===== src/rtl/tt_onehot_rr_arbiter.sv =====
// ----------------------------------------------------------------------------
// tt_onehot_rr_arbiter
//
// Round-robin arbiter whose grant vector drives a decoded (one-hot select) mux.
// A requester wins from the round-robin pointer upward, with wrap-around. It
// then keeps the grant for a whole burst. The burst ends when an accepted beat
// is marked last, or when MAX_BURST beats have been accepted; the second case
// is a forced release and pulses o_burst_overflow. Exactly one idle cycle
// separates consecutive grants. o_grant is therefore always one-hot or zero.
//
// Ports
//   i_clk            clock, rising edge
//   i_reset          asynchronous, active-high reset
//   i_req            per-requester "beat available" levels
//   i_last           current beat of the granted requester is the last one
//   i_ready          downstream accepts the presented beat this cycle
//   o_grant          registered one-hot grant (mux select), zero when idle
//   o_grant_idx      binary index of o_grant, zero when no grant
//   o_valid          granted requester presents a beat
//   o_accept         beat transferred this cycle (o_valid & i_ready)
//   o_burst_overflow single-cycle pulse on the accept that forces a release
// ----------------------------------------------------------------------------

`ifndef ASSERT_COND_CLK
`define ASSERT_COND_CLK(cond_en, clk, prop, msg) \
    assert property (@(posedge clk) (cond_en) |-> (prop)) else $error(msg);
`endif

// ----------------------------------------------------------------------------
// tt_onehot_rr_arbiter_chk
//
// Simulation-only invariants for the arbiter outputs.
// Ports: i_clk, i_reset, o_grant, o_accept, o_burst_overflow (all observed).
// ----------------------------------------------------------------------------
module tt_onehot_rr_arbiter_chk #(
    parameter int NUM_REQ = 4
) (
    input logic               i_clk,
    input logic               i_reset,
    input logic [NUM_REQ-1:0] o_grant,
    input logic               o_accept,
    input logic               o_burst_overflow
);

    // The grant is a mux select: never more than one bit set.
    `ASSERT_COND_CLK(!i_reset, i_clk, $onehot0(o_grant), "o_grant is not one-hot or zero")

    // A forced release can only happen on a transferred beat.
    `ASSERT_COND_CLK(!i_reset, i_clk, (!o_burst_overflow || o_accept), "overflow without accept")

endmodule

module tt_onehot_rr_arbiter #(
    parameter int NUM_REQ   = 4,
    parameter int MAX_BURST = 16,
    parameter int IDX_WIDTH = $clog2(NUM_REQ)
) (
    input  logic                 i_clk,
    input  logic                 i_reset,
    input  logic [NUM_REQ-1:0]   i_req,
    input  logic                 i_last,
    input  logic                 i_ready,
    output logic [NUM_REQ-1:0]   o_grant,
    output logic [IDX_WIDTH-1:0] o_grant_idx,
    output logic                 o_valid,
    output logic                 o_accept,
    output logic                 o_burst_overflow
);

    localparam int CNT_W = $clog2(MAX_BURST + 1);

    localparam logic [CNT_W-1:0]     MAX_CNT     = CNT_W'(MAX_BURST);
    localparam logic [CNT_W-1:0]     CNT_ONE     = {{(CNT_W-1){1'b0}}, 1'b1};
    localparam logic [IDX_WIDTH-1:0] LAST_IDX    = IDX_WIDTH'(NUM_REQ - 1);
    localparam logic [IDX_WIDTH-1:0] IDX_ONE     = {{(IDX_WIDTH-1){1'b0}}, 1'b1};
    localparam logic [NUM_REQ-1:0]   ONE_HOT_LSB = {{(NUM_REQ-1){1'b0}}, 1'b1};

    typedef enum logic {
        ST_IDLE = 1'b0,
        ST_BUSY = 1'b1
    } state_t;

    state_t               state_r;
    logic [NUM_REQ-1:0]   grant_r;
    logic [IDX_WIDTH-1:0] grant_idx_r;
    logic [IDX_WIDTH-1:0] rr_ptr_r;
    logic [CNT_W-1:0]     count_r;

    logic                 win_found_s;
    logic [IDX_WIDTH-1:0] win_idx_s;
    logic [IDX_WIDTH-1:0] cand_s;
    logic                 valid_s;
    logic                 accept_s;
    logic [CNT_W-1:0]     count_inc_s;
    logic                 count_hits_max_s;
    logic                 release_s;
    logic                 overflow_s;
    logic [IDX_WIDTH-1:0] next_ptr_s;

    // Round-robin search: walk the candidates starting at the pointer and
    // wrapping by explicit compare, so non-power-of-2 NUM_REQ never indexes
    // past the last requester.
    always_comb begin
        win_found_s = 1'b0;
        win_idx_s   = {IDX_WIDTH{1'b0}};
        cand_s      = rr_ptr_r;
        for (int i = 0; i < NUM_REQ; i++) begin
            if (!win_found_s && i_req[cand_s]) begin
                win_found_s = 1'b1;
                win_idx_s   = cand_s;
            end else begin
                win_found_s = win_found_s;
            end
            if (cand_s == LAST_IDX) begin
                cand_s = {IDX_WIDTH{1'b0}};
            end else begin
                cand_s = cand_s + IDX_ONE;
            end
        end
    end

    // Beat handshake and burst-termination decode for the current cycle.
    always_comb begin
        valid_s  = |(grant_r & i_req);
        accept_s = valid_s & i_ready;

        // Saturate so the counter can never wrap even if a release were missed.
        if (count_r == MAX_CNT) begin
            count_inc_s = count_r;
        end else begin
            count_inc_s = count_r + CNT_ONE;
        end

        count_hits_max_s = (count_inc_s == MAX_CNT);

        // A last beat releases normally; the beat limit only counts as an
        // overflow when the beat was not already marked last.
        release_s  = accept_s & (i_last | count_hits_max_s);
        overflow_s = accept_s & ~i_last & count_hits_max_s;

        if (grant_idx_r == LAST_IDX) begin
            next_ptr_s = {IDX_WIDTH{1'b0}};
        end else begin
            next_ptr_s = grant_idx_r + IDX_ONE;
        end
    end

    // Arbiter state machine: grant on the edge after a request is seen in
    // IDLE, hold through the burst, return to IDLE for one bubble on release.
    always_ff @(posedge i_clk or posedge i_reset) begin
        if (i_reset) begin
            state_r     <= ST_IDLE;
            grant_r     <= {NUM_REQ{1'b0}};
            grant_idx_r <= {IDX_WIDTH{1'b0}};
            rr_ptr_r    <= {IDX_WIDTH{1'b0}};
            count_r     <= {CNT_W{1'b0}};
        end else begin
            case (state_r)
                ST_IDLE: begin
                    if (win_found_s) begin
                        state_r     <= ST_BUSY;
                        grant_r     <= ONE_HOT_LSB << win_idx_s;
                        grant_idx_r <= win_idx_s;
                        count_r     <= {CNT_W{1'b0}};
                    end else begin
                        state_r     <= ST_IDLE;
                        grant_r     <= {NUM_REQ{1'b0}};
                        grant_idx_r <= {IDX_WIDTH{1'b0}};
                    end
                end
                ST_BUSY: begin
                    // Burst lock: other requesters are ignored until release,
                    // even while the granted requester has nothing to send.
                    if (release_s) begin
                        state_r     <= ST_IDLE;
                        grant_r     <= {NUM_REQ{1'b0}};
                        grant_idx_r <= {IDX_WIDTH{1'b0}};
                        rr_ptr_r    <= next_ptr_s;
                        count_r     <= {CNT_W{1'b0}};
                    end else if (accept_s) begin
                        count_r     <= count_inc_s;
                    end else begin
                        count_r     <= count_r;
                    end
                end
                default: begin
                    state_r     <= ST_IDLE;
                    grant_r     <= {NUM_REQ{1'b0}};
                    grant_idx_r <= {IDX_WIDTH{1'b0}};
                    count_r     <= {CNT_W{1'b0}};
                end
            endcase
        end
    end

    assign o_grant          = grant_r;
    assign o_grant_idx      = grant_idx_r;
    assign o_valid          = valid_s;
    assign o_accept         = accept_s;
    assign o_burst_overflow = overflow_s;

`ifndef SYNTHESIS
    tt_onehot_rr_arbiter_chk #(
        .NUM_REQ (NUM_REQ)
    ) u_chk (
        .i_clk            (i_clk),
        .i_reset          (i_reset),
        .o_grant          (grant_r),
        .o_accept         (accept_s),
        .o_burst_overflow (overflow_s)
    );
`endif

endmodule


===== config.mk =====
export PLATFORM = sky130hd
export DESIGN_NAME = tt_onehot_rr_arbiter
export DESIGN_NICKNAME = d
export VERILOG_FILES = /design/src/rtl/tt_onehot_rr_arbiter.sv
export SDC_FILE = /design/constraint.sdc
export NUM_CORES = 1
export LEC_CHECK = 0
export BUFFER_PORTS_ARGS = -buffer_cell sky130_fd_sc_hd__buf_2
export CORE_MARGIN = 3
export CORE_UTILIZATION = 44
export DETAILED_ROUTE_END_ITERATION = 6
export PLACE_DENSITY = 0.68
export SLEW_MARGIN = 20
export SYNTH_ARGS = -nofsm -noshare
export SYNTH_HDL_FRONTEND = slang
export SYNTH_HIERARCHICAL = 1
export SYNTH_SLANG_ARGS = --single-unit

===== constraint.sdc =====
create_clock -name i_clk -period 3.6 [get_ports i_clk]
set_input_delay 0.54 -clock i_clk [delete_from_list [all_inputs] [get_ports i_clk]]
set_output_delay 0.54 -clock i_clk [all_outputs]
set_load 0.03 [all_outputs]

==> results of run 1 <==
[power by group]
part	switching (mW)	internal (mW)
clock	0.0524	0.0616
combinational	0.303	0.238
sequential	0.0896	0.214
[metal layers]
metal  share of wire, %  vias up  global-route usage [%]  routed length, µm
met5                  0        -                       0                  0
met2                 44       35                    24.0               1050
met1                 49      454                    21.9               1160
met3                5.7        4                    4.21                136
met4               0.93        0                    5.21                 22
li1                   -      463                       -                  -
[state kept, by name, indices dropped and copies added (netlist names)]
signal	flops
state_r	1
o_grant	4
o_grant_idx	2
count_r	5
rr_ptr_r	2
[final timing paths]
kind	endpoint	cells past startpoint	slack, ns
worst max-delay path	o_burst_overflow	7	0.94
worst min-delay path	count_r[3]	2	0.28
worst max register to register	count_r[4]	6	1.15
worst min register to register	o_grant[1]	1	0.54
max in group asynchronous	o_grant[1]	2	2.98
min in group i_clk	o_grant[1]	1	0.54
[cells by family (layout without fill, tap and decap cells)]
kind of cell / count (synthesis) / count (layout) / share of synthesized area, %
AOI/OAI and AO/OA: 36 / 36 / 27.1
adders and majority gates: 4 / 4 / 4.65
muxes: 5 / 5 / 6.50
buffers and inverters: 11 / 27 / 5.46
and+or+nand+nor: 41 / 41 / 23.8
DFF: 14 / 14 / 32.5
[area by class of cell]
type	count	area, µm²	area share, %
multi-input combinational	86	668	55.9
timing repair buffer	16	80.1	6.69
inverter	7	26.3	2.20
sequential	14	350	29.3
tap	28	35.0	2.93
clock buffer	4	36.3	3.03
[worst max-delay path: stages (launching register included)]
cell and delay [ns]:
dfrtp_1 0.46, inv_1 0.09, ha_1 0.19, nor4bb_1 0.25, a211o_1 0.16, o211a_1 0.27
nor3b_1 0.20, buf_2 0.22
[layout by cell type (no fill, tap or decap), types with 2 or more instances in the layout]
cell       Yosys  final
a21oi_1        4      4
buf_2          1     16
a2111oi_0      2      2
dfrtp_1       14     14
o21a_1         2      2
nand3_1        2      2
ha_1           4      4
or2_1          2      2
o21ai_0        2      2
a22o_1         6      6
nand2b_1       2      2
mux2_2         2      2
a211o_1        3      3
nor3b_1        2      2
and2b_2        2      2
nor2_1         8      8
nor3_1         5      5
nand2_1        4      4
inv_1          7      7
clkbuf_4       0      3
a22oi_1        2      2
a21o_1         3      3
[metrics by stage]
step,utilization (%),setup slack (ns)
2_1_floorplan,-,1.06
3_3_place_gp,51.0,1.19
3_5_place_dp,51.0,1.17
4_1_cts,52.6,0.956
5_1_grt,52.6,0.808
6_report,52.6,0.942
==> flow_metrics.env, run 1 <==
export IMPL_htree_levels=1
export IMPL_p_leak_nw=0.581
export IMPL_via_count=956
export IMPL_drt_iter0_drc=37
export IMPL_cts_buffer_depth=2
export IMPL_cp_data_required_time_ns=3.06
export IMPL_postCtsHoldBufs=0
export IMPL_wl_per_cell_um=15.3
export IMPL_synthTopCellsByCount="dfrtp_1 (14), nor2_1 (8), inv_1 (7)"
export IMPL_cts_sinks=14
export IMPL_drtAntennaViolNets=0
export IMPL_hold_violations=0
export IMPL_critPathLaunchType="flop"
export IMPL_layoutNonFillerInstCount=155
export IMPL_clock_latency_ns=0.28
export IMPL_fin_crit_sh_pct=73.8
export IMPL_synth_area_um2=1080
export IMPL_status="finished, final reports clean"
export IMPL_ys_seq_area_share_pct=32.5
export IMPL_tightestPinTransition_ns=0.573
export IMPL_syn_mean_instance_area_um2=9.71
export IMPL_tns_ns=0
export IMPL_final_nets=140
export IMPL_grt_pass1_wl_mm=3.98
export IMPL_grt_pass1_vias=866
export IMPL_wl_mm=2.38
export IMPL_p_per_area_nw_per_um2=801
export IMPL_hpwlAfterDp_mm=1.78
export IMPL_die_y_um=55.5
export IMPL_cts_buffers=3
export IMPL_fin_hold_ws_ns=0.275
export IMPL_grt_max_degree=15
export IMPL_irDropWorstVdd_v=0.000529
export IMPL_ys_ff_latch=14
export IMPL_ys_flop_type="dfrtp_1"
export IMPL_syn_to_final_growth_pct=11.0
export IMPL_post_route_min_period_ns=2.66
export IMPL_cts_setup_buffers=0
export IMPL_track_usage_pct=15.9
export IMPL_layout_drive_gt1_share_pct=26.0
export IMPL_worst_setup_path_type="flop to primary output"
export IMPL_synth_distinct_cells=52
export IMPL_end_kind="primary output"
export IMPL_placed_area_um2=1160
export IMPL_fp_dieArea_um2=3080
export IMPL_n_fill_cell=215
export IMPL_clk_pin_slew_ns=0.09
export IMPL_drc=0
export IMPL_die_w_um=55.5
export IMPL_core_um2=2280
export IMPL_worstPathMaxFanout=8
export IMPL_gr_total_overflow=0
export IMPL_place_gp_congestion=0.780
export IMPL_timing_rr_start="rr_ptr_r[0]"
export IMPL_dr_pass1_iters=4
export IMPL_diodes=0
export IMPL_cts_tree="done"
export IMPL_async_reset_ff_share_pct=100
export IMPL_setup_viol=0
export IMPL_crit_path_start="count_r[0]"
export IMPL_synth_edf_count=0
export IMPL_synth_top_area_share_pct=32.5
export IMPL_grt_antenna_before_repair=0
export IMPL_port_buffers=16
export IMPL_slew_viol_final=0
export IMPL_ioPinCount=17
export IMPL_dp_cells=151
export IMPL_max_freq_mhz=376
export IMPL_root_buffer="clkbuf_4"
export IMPL_yosysTopAreaCell="dfrtp_1"
export IMPL_p_total_uw=958
export IMPL_hp_class="input port to async pin"
export IMPL_core_rowCount=17
export IMPL_synth_area_leaders="dfrtp_1 (33%), a22o_1 (4.9%), ha_1 (4.6%)"
export IMPL_vias_per_cell=6.17
export IMPL_max_cap_viol_count=0
export IMPL_relSlewSlack_pct=60.8
export IMPL_start_util_pct=47.3
export IMPL_design_area_um2=1200
export IMPL_cts_resized=0
export IMPL_synth_most_common_cell="dfrtp_1"
export IMPL_syn_nets=123
export IMPL_rsz0062_at_grt="no"
export IMPL_clock_skew_final_ns=0.00344
export IMPL_synth_yosys_warnings=6
export IMPL_syn_inst=111
export IMPL_worstPathArrival_ns=2.12
No activity file was read; power rests on OpenSTA's default activity.
==> inputs of run 2 (changes only) <==
Settings changed: PLACE_DENSITY 0.68 to 0.7.
Clock period 3.6 ns to 2.4 ns, I/O delays scaled along.
==> run 2 against run 1 <==
  * Combinational power is 70% higher
  * Core utilization is 3.0 points higher
  * Non-clock buffer count grew 4
  * Largest power group unchanged
  * Global-route usage grew 0.16 points
==> flow_metrics.env, run 2 (synthesis gave the netlist of run 1 again) <==
export IMPL_grt_antenna_before_repair=0
export IMPL_placed_area_um2=1180
export IMPL_tightestPinTransition_ns=0.544
export IMPL_drc=0
export IMPL_wl_met2_mm=1.17
export IMPL_clock_skew_final_ns=0.00113
export IMPL_wl_per_cell_um=16.0
export IMPL_root_buffer="clkbuf_4"
export IMPL_design_area_um2=1260
export IMPL_post_route_min_period_ns=2.34
export IMPL_fin_ws_ns=0.0639
export IMPL_syn_to_final_growth_pct=17.4
export IMPL_postCtsHoldBufs=0
export IMPL_clk_pin_slew_ns=0.09
export IMPL_drtAntennaViolNets=0
export IMPL_hold_violations=0
export IMPL_status="finished, final reports clean"
export IMPL_cp_slowest_cell="dfrtp_2"
export IMPL_cp_data_required_time_ns=2.04
export IMPL_cts_buffer_depth=2
export IMPL_layoutNonFillerInstCount=159
export IMPL_htree_levels=1
export IMPL_ioPinCount=17
export IMPL_grt_max_degree=15
export IMPL_grt_pass1_vias=872
export IMPL_setup_viol=0
export IMPL_worst_setup_path_type="flop to primary output"
export IMPL_critPathBufInv=2
export IMPL_hp_class="input port to async pin"
export IMPL_cts_buffers=3
export IMPL_wl_mm=2.55
export IMPL_final_nets=144
export IMPL_die_w_um=55.5
export IMPL_highest_layer="met4"
export IMPL_slowest_delay_ns=0.44
export IMPL_crit_family="compound AO/OA/AOI/OAI gates"
export IMPL_largest_reg_flops=5
export IMPL_met3_length_um=160
export IMPL_p_leak_nw=0.589
export IMPL_via_count=1007
export IMPL_r2r_slack_ns=0.07
export IMPL_relSlewSlack_pct=62.8
export IMPL_hpwlAfterDp_mm=1.83
export IMPL_grt_pass1_wl_mm=4.06
export IMPL_fin_crit_sh_pct=97.3
export IMPL_diodes=0
export IMPL_end_kind="primary output"
export IMPL_final_common_cell="buf_2"
export IMPL_largest_register="count_r"
export IMPL_p_per_area_nw_per_um2=1210
export IMPL_dp_cells=154
export IMPL_track_usage_pct=16.0
export IMPL_fp_dieArea_um2=3080
export IMPL_drt_iter0_drc=36
export IMPL_die_y_um=55.5
export IMPL_core_rowCount=17
export IMPL_core_um2=2280
export IMPL_gr_total_overflow=0
export IMPL_crit_chain="inv_1 > ha_1 > o311a_1 > o211a_4 > nor3b_2 > buf_4"
export IMPL_met1_length_mm=1.16
export IMPL_mostFrequentLayoutCells="buf_2 (15), dfrtp_1 (13), nor2_1 (8), inv_1 (7), a22o_1 (6)"
export IMPL_start_util_pct=47.3
export IMPL_p_total_mw=1.54
export IMPL_worstPathArrival_ns=1.98
export IMPL_critPathLaunchType="flop"
export IMPL_vias_per_cell=6.33
export IMPL_irDropWorstVdd_v=0.000795
export IMPL_max_cap_viol_count=0
export IMPL_layout_drive_gt1_share_pct=32.8
export IMPL_place_gp_congestion=0.825
export IMPL_cts_sinks=14
export IMPL_fin_hold_ws_ns=0.0995
export IMPL_worstPathMaxFanout=8
export IMPL_slew_viol_final=0
export IMPL_dr_pass1_iters=4
export IMPL_port_buffers=16
export IMPL_cts_tree="done"
export IMPL_max_freq_mhz=428
export IMPL_post_place_ws_ns=0.107
export IMPL_clock_latency_ns=0.28
-- run 2: where the power goes --
group | switching [mW] | internal [mW]
logic | 0.506 | 0.413
clock network | 0.0813 | 0.0924
registers | 0.122 | 0.322
-- run 2: final cells by class --
type | instances | area [µm²]
sequential | 14 | 352
tap | 28 | 35.0
fill | 203 | 1010
multi-input combinational | 86 | 703
timing repair buffer | 20 | 113
inverter | 7 | 26.3
clock buffer | 4 | 36.3
-- run 2: path summary, 6_finish.rpt --
check                             from          endpoint  depth (start not counted)
max in group asynchronous      i_reset        count_r[0]                          2
min reg2reg                 o_grant[1]        o_grant[1]                          1
min                            i_reset       rr_ptr_r[1]                          2
max                         count_r[0]  o_burst_overflow                          6
min in group i_clk          o_grant[1]        o_grant[1]                          1
max reg2reg                rr_ptr_r[1]        count_r[4]                          6
-- run 2: worst reg2reg max path: cells and delay by family, from the launching register on --
kind	cells	cell delay [ns]
flops	1	0.48
mux	1	0.31
simple gates	2	0.63
fa+ha+maj	1	0.38
compound gates	2	0.47
-- run 2: what timing repair did --
item / in CTS / in global routing
cloned: 0 / 0
gates resized for setup: 3 / 6
setup endpoints to repair: 1 / 4
setup buffers: 0 / 1
-- run 2: routing by layer --
layer / up-vias / GRT usage, %
met5: - / 0
met2: 45 / 23.1
li1: 468 / -
met3: 11 / 1.87
met1: 483 / 23.6
met4: 0 / 7.64
-- run 2: stage by stage --
| step | TNS [ns] | utilization [%] |
|---|---|---|
| floorplan | 0 | - |
| global placement | 0 | 52.0 |
| detailed placement | 0 | 52.0 |
| CTS | 0 | 54.2 |
| global route | -0.0129 | 55.6 |
| finish | 0 | 55.6 |
==> inputs of run 3 (changes only) <==
Settings changed: ABC_AREA set to 1, CORE_MARGIN 3 to unset, SYNTH_HIERARCHICAL 1 to unset.
==> run 3 against run 2 <==
  * Sequential power shrank 3%
  * First-iteration DRC count fell by 5.6%
  * Critical endpoint unchanged
  * Clock skew fell by 0.00052 ns
  * Synthesized cell count up 50%
  * Clock power fell by 26%
  * Core utilization fell by 2.0 points
  * Sequential share of layout area up 0.66 points
  * Highest routed layer unchanged
  * Critical path depth is 3 higher
  * Total power up 11%
==> flow_metrics.env, run 3 <==
export IMPL_status="finished, final reports clean"
export IMPL_syn_mean_instance_area_um2=6.69
export IMPL_tns_ns=0
export IMPL_grt_max_degree=15
export IMPL_r2r_slack_ns=0.45
export IMPL_final_nets=196
export IMPL_rsz0062_at_grt="no"
export IMPL_wl_per_cell_um=12.1
export IMPL_core_rowCount=17
export IMPL_clk_pin_slew_ns=0.08
export IMPL_layout_drive_gt1_share_pct=19.2
export IMPL_clock_skew_final_ns=0.000612
export IMPL_fin_crit_sh_pct=93.7
export IMPL_worstPathArrival_ns=1.89
export IMPL_via_count=1144
export IMPL_die_y_um=52.3
export IMPL_p_leak_nw=0.716
export IMPL_end_kind="primary output"
export IMPL_ys_flop_type="dfrtp_1"
export IMPL_synth_top_area_share_pct=31.5
export IMPL_p_per_area_nw_per_um2=1390
export IMPL_synthTopCellsByCount="nand2_1 (54), nand3_1 (24), inv_1 (20)"
export IMPL_synth_area_um2=1110
export IMPL_dr_pass1_iters=4
export IMPL_grt_antenna_before_repair=0
export IMPL_synth_yosys_warnings=0
export IMPL_rr_worst_depth=9
export IMPL_wl_mm=2.55
export IMPL_placed_area_um2=1210
export IMPL_worstPathMaxFanout=6
export IMPL_r2r_end="o_grant_idx[0]"
export IMPL_syn_inst=166
export IMPL_cts_tree="done"
export IMPL_post_route_min_period_ns=2.25
export IMPL_design_area_um2=1230
export IMPL_hp_class="input port to async pin"
export IMPL_yosysTopAreaCell="dfrtp_1"
export IMPL_critPathLaunchType="flop"
export IMPL_drtAntennaViolNets=0
export IMPL_htree_levels=1
export IMPL_diodes=0
export IMPL_synth_edf_count=0
export IMPL_hold_violations=0
export IMPL_synth_distinct_cells=25
export IMPL_vias_per_cell=5.45
export IMPL_clock_latency_ns=0.27
export IMPL_core_um2=2300
export IMPL_fin_ws_ns=0.152
export IMPL_port_buffers=16
export IMPL_setup_viol=0
export IMPL_cp_data_required_time_ns=2.04
export IMPL_drc=0
export IMPL_n_fill_cell=234
export IMPL_max_cap_viol_count=0
export IMPL_die_w_um=52.3
export IMPL_ys_ff_latch=14
export IMPL_slew_viol_final=0
export IMPL_relSlewSlack_pct=64.9
export IMPL_start_util_pct=48.4
export IMPL_cts_sinks=14
export IMPL_syn_to_final_growth_pct=10.8
export IMPL_place_gp_congestion=1.01
export IMPL_root_buffer="clkbuf_4"
export IMPL_synth_most_common_cell="nand2_1"
export IMPL_gr_total_overflow=0
export IMPL_worst_setup_path_type="flop to primary output"
export IMPL_cts_buffers=3
export IMPL_irDropWorstVdd_v=0.000706
export IMPL_ioPinCount=17
export IMPL_final_util_pct=53.6
export IMPL_grt_pass1_vias=1042
export IMPL_track_usage_pct=21.6
export IMPL_hpwlAfterDp_mm=2.02
export IMPL_largest_register="count_r"
export IMPL_final_common_cell="nand2_1"
export IMPL_timing_rr_start="rr_ptr_r[0]"
export IMPL_largest_reg_flops=5
export IMPL_grt_pass1_wl_mm=4.33
export IMPL_cts_buffer_depth=2
export IMPL_synth_area_leaders="dfrtp_1 (32%), nand2_1 (18%), nand3_1 (11%)"
export IMPL_max_freq_mhz=445
export IMPL_async_reset_ff_share_pct=100
export IMPL_drt_iter0_drc=34
export IMPL_fp_dieArea_um2=2730
export IMPL_mostFrequentLayoutCells="nand2_1 (54), nand3_1 (24), inv_1 (20), buf_2 (15), dfrtp_1 (14)"
export IMPL_post_place_ws_ns=0.469
export IMPL_ys_seq_area_share_pct=31.5
export IMPL_tightestPinTransition_ns=0.526
export IMPL_syn_nets=178
==> run 3: kinds of logic after synthesis <==
group | Yosys count | synth area share, %
AO/OA/AOI/OAI | 6 | 3.72
XOR/XNOR | 2 | 1.58
adder cells (fa/ha/maj) | 4 | 4.50
buffers and inverters | 24 | 8.90
flip-flops | 14 | 31.5
AND/OR/NAND/NOR | 116 | 49.8
==> run 3: final cells by class <==
type                    instances  area [µm²]  share of cell area (%)
repair buffers                 16        82.6                    6.71
inverters                      21        78.8                    6.40
clock buffers                   3        22.5                    1.83
well taps                      28        35.0                    2.85
flip-flops and latches         14         350                    28.5
multi-input cells             128         662                    53.8
==> run 3: per-layer routing <==
layer	share of wire, %	track usage [%]	up-vias
met5	0	0	-
met4	1.1	6.14	0
met3	6.7	6.09	5
met2	44	36.1	45
met1	48	26.9	518
li1	-	-	576
==> run 3: worst max path at each step <==
stage / end / slack, ns / cells past startpoint / from
final: o_burst_overflow / 0.15 / 9 / count_r[0]
after CTS: o_burst_overflow / 0.16 / 9 / count_r[0]
after global routing: o_burst_overflow / 0.006 / 9 / count_r[0]
after detailed placement: o_grant_idx[0] / 0.47 / 9 / rr_ptr_r[0]
after floorplan: o_burst_overflow / 0.29 / 4 / o_grant[1]
after global placement: o_burst_overflow / 0.51 / 9 / count_r[0]
==> run 3: timing repair <==
action,CTS,global route
endpoints found under the setup margin,0,1
resized for setup,0,1
buffers inserted,0,0
hold buffers,0,0
==> run 3: critical path, cell delays in order (launching register included) <==
cell and delay, ns:
dfrtp_1 0.46, inv_1 0.11, ha_1 0.19, nand2_1 0.07, nor3_1 0.13, nor2_1 0.08
nor2_1 0.11, nand3_1 0.11, nor3_1 0.16, buf_4 0.19
==> run 3: metrics by stage <==
step	cells	hold WS, ns	total power, mW
global route	210	0.144	1.90
detailed placement	207	0.426	1.58
floorplan	166	0.249	1.35
global placement	207	0.419	1.54
finish	210	0.109	1.71
CTS	210	0.125	1.71
==> run 3: power breakdown <==
group	switching (mW)	internal, mW
logic	0.760	0.388
clock network	0.0704	0.0581
registers	0.117	0.315
total	0.948	0.761
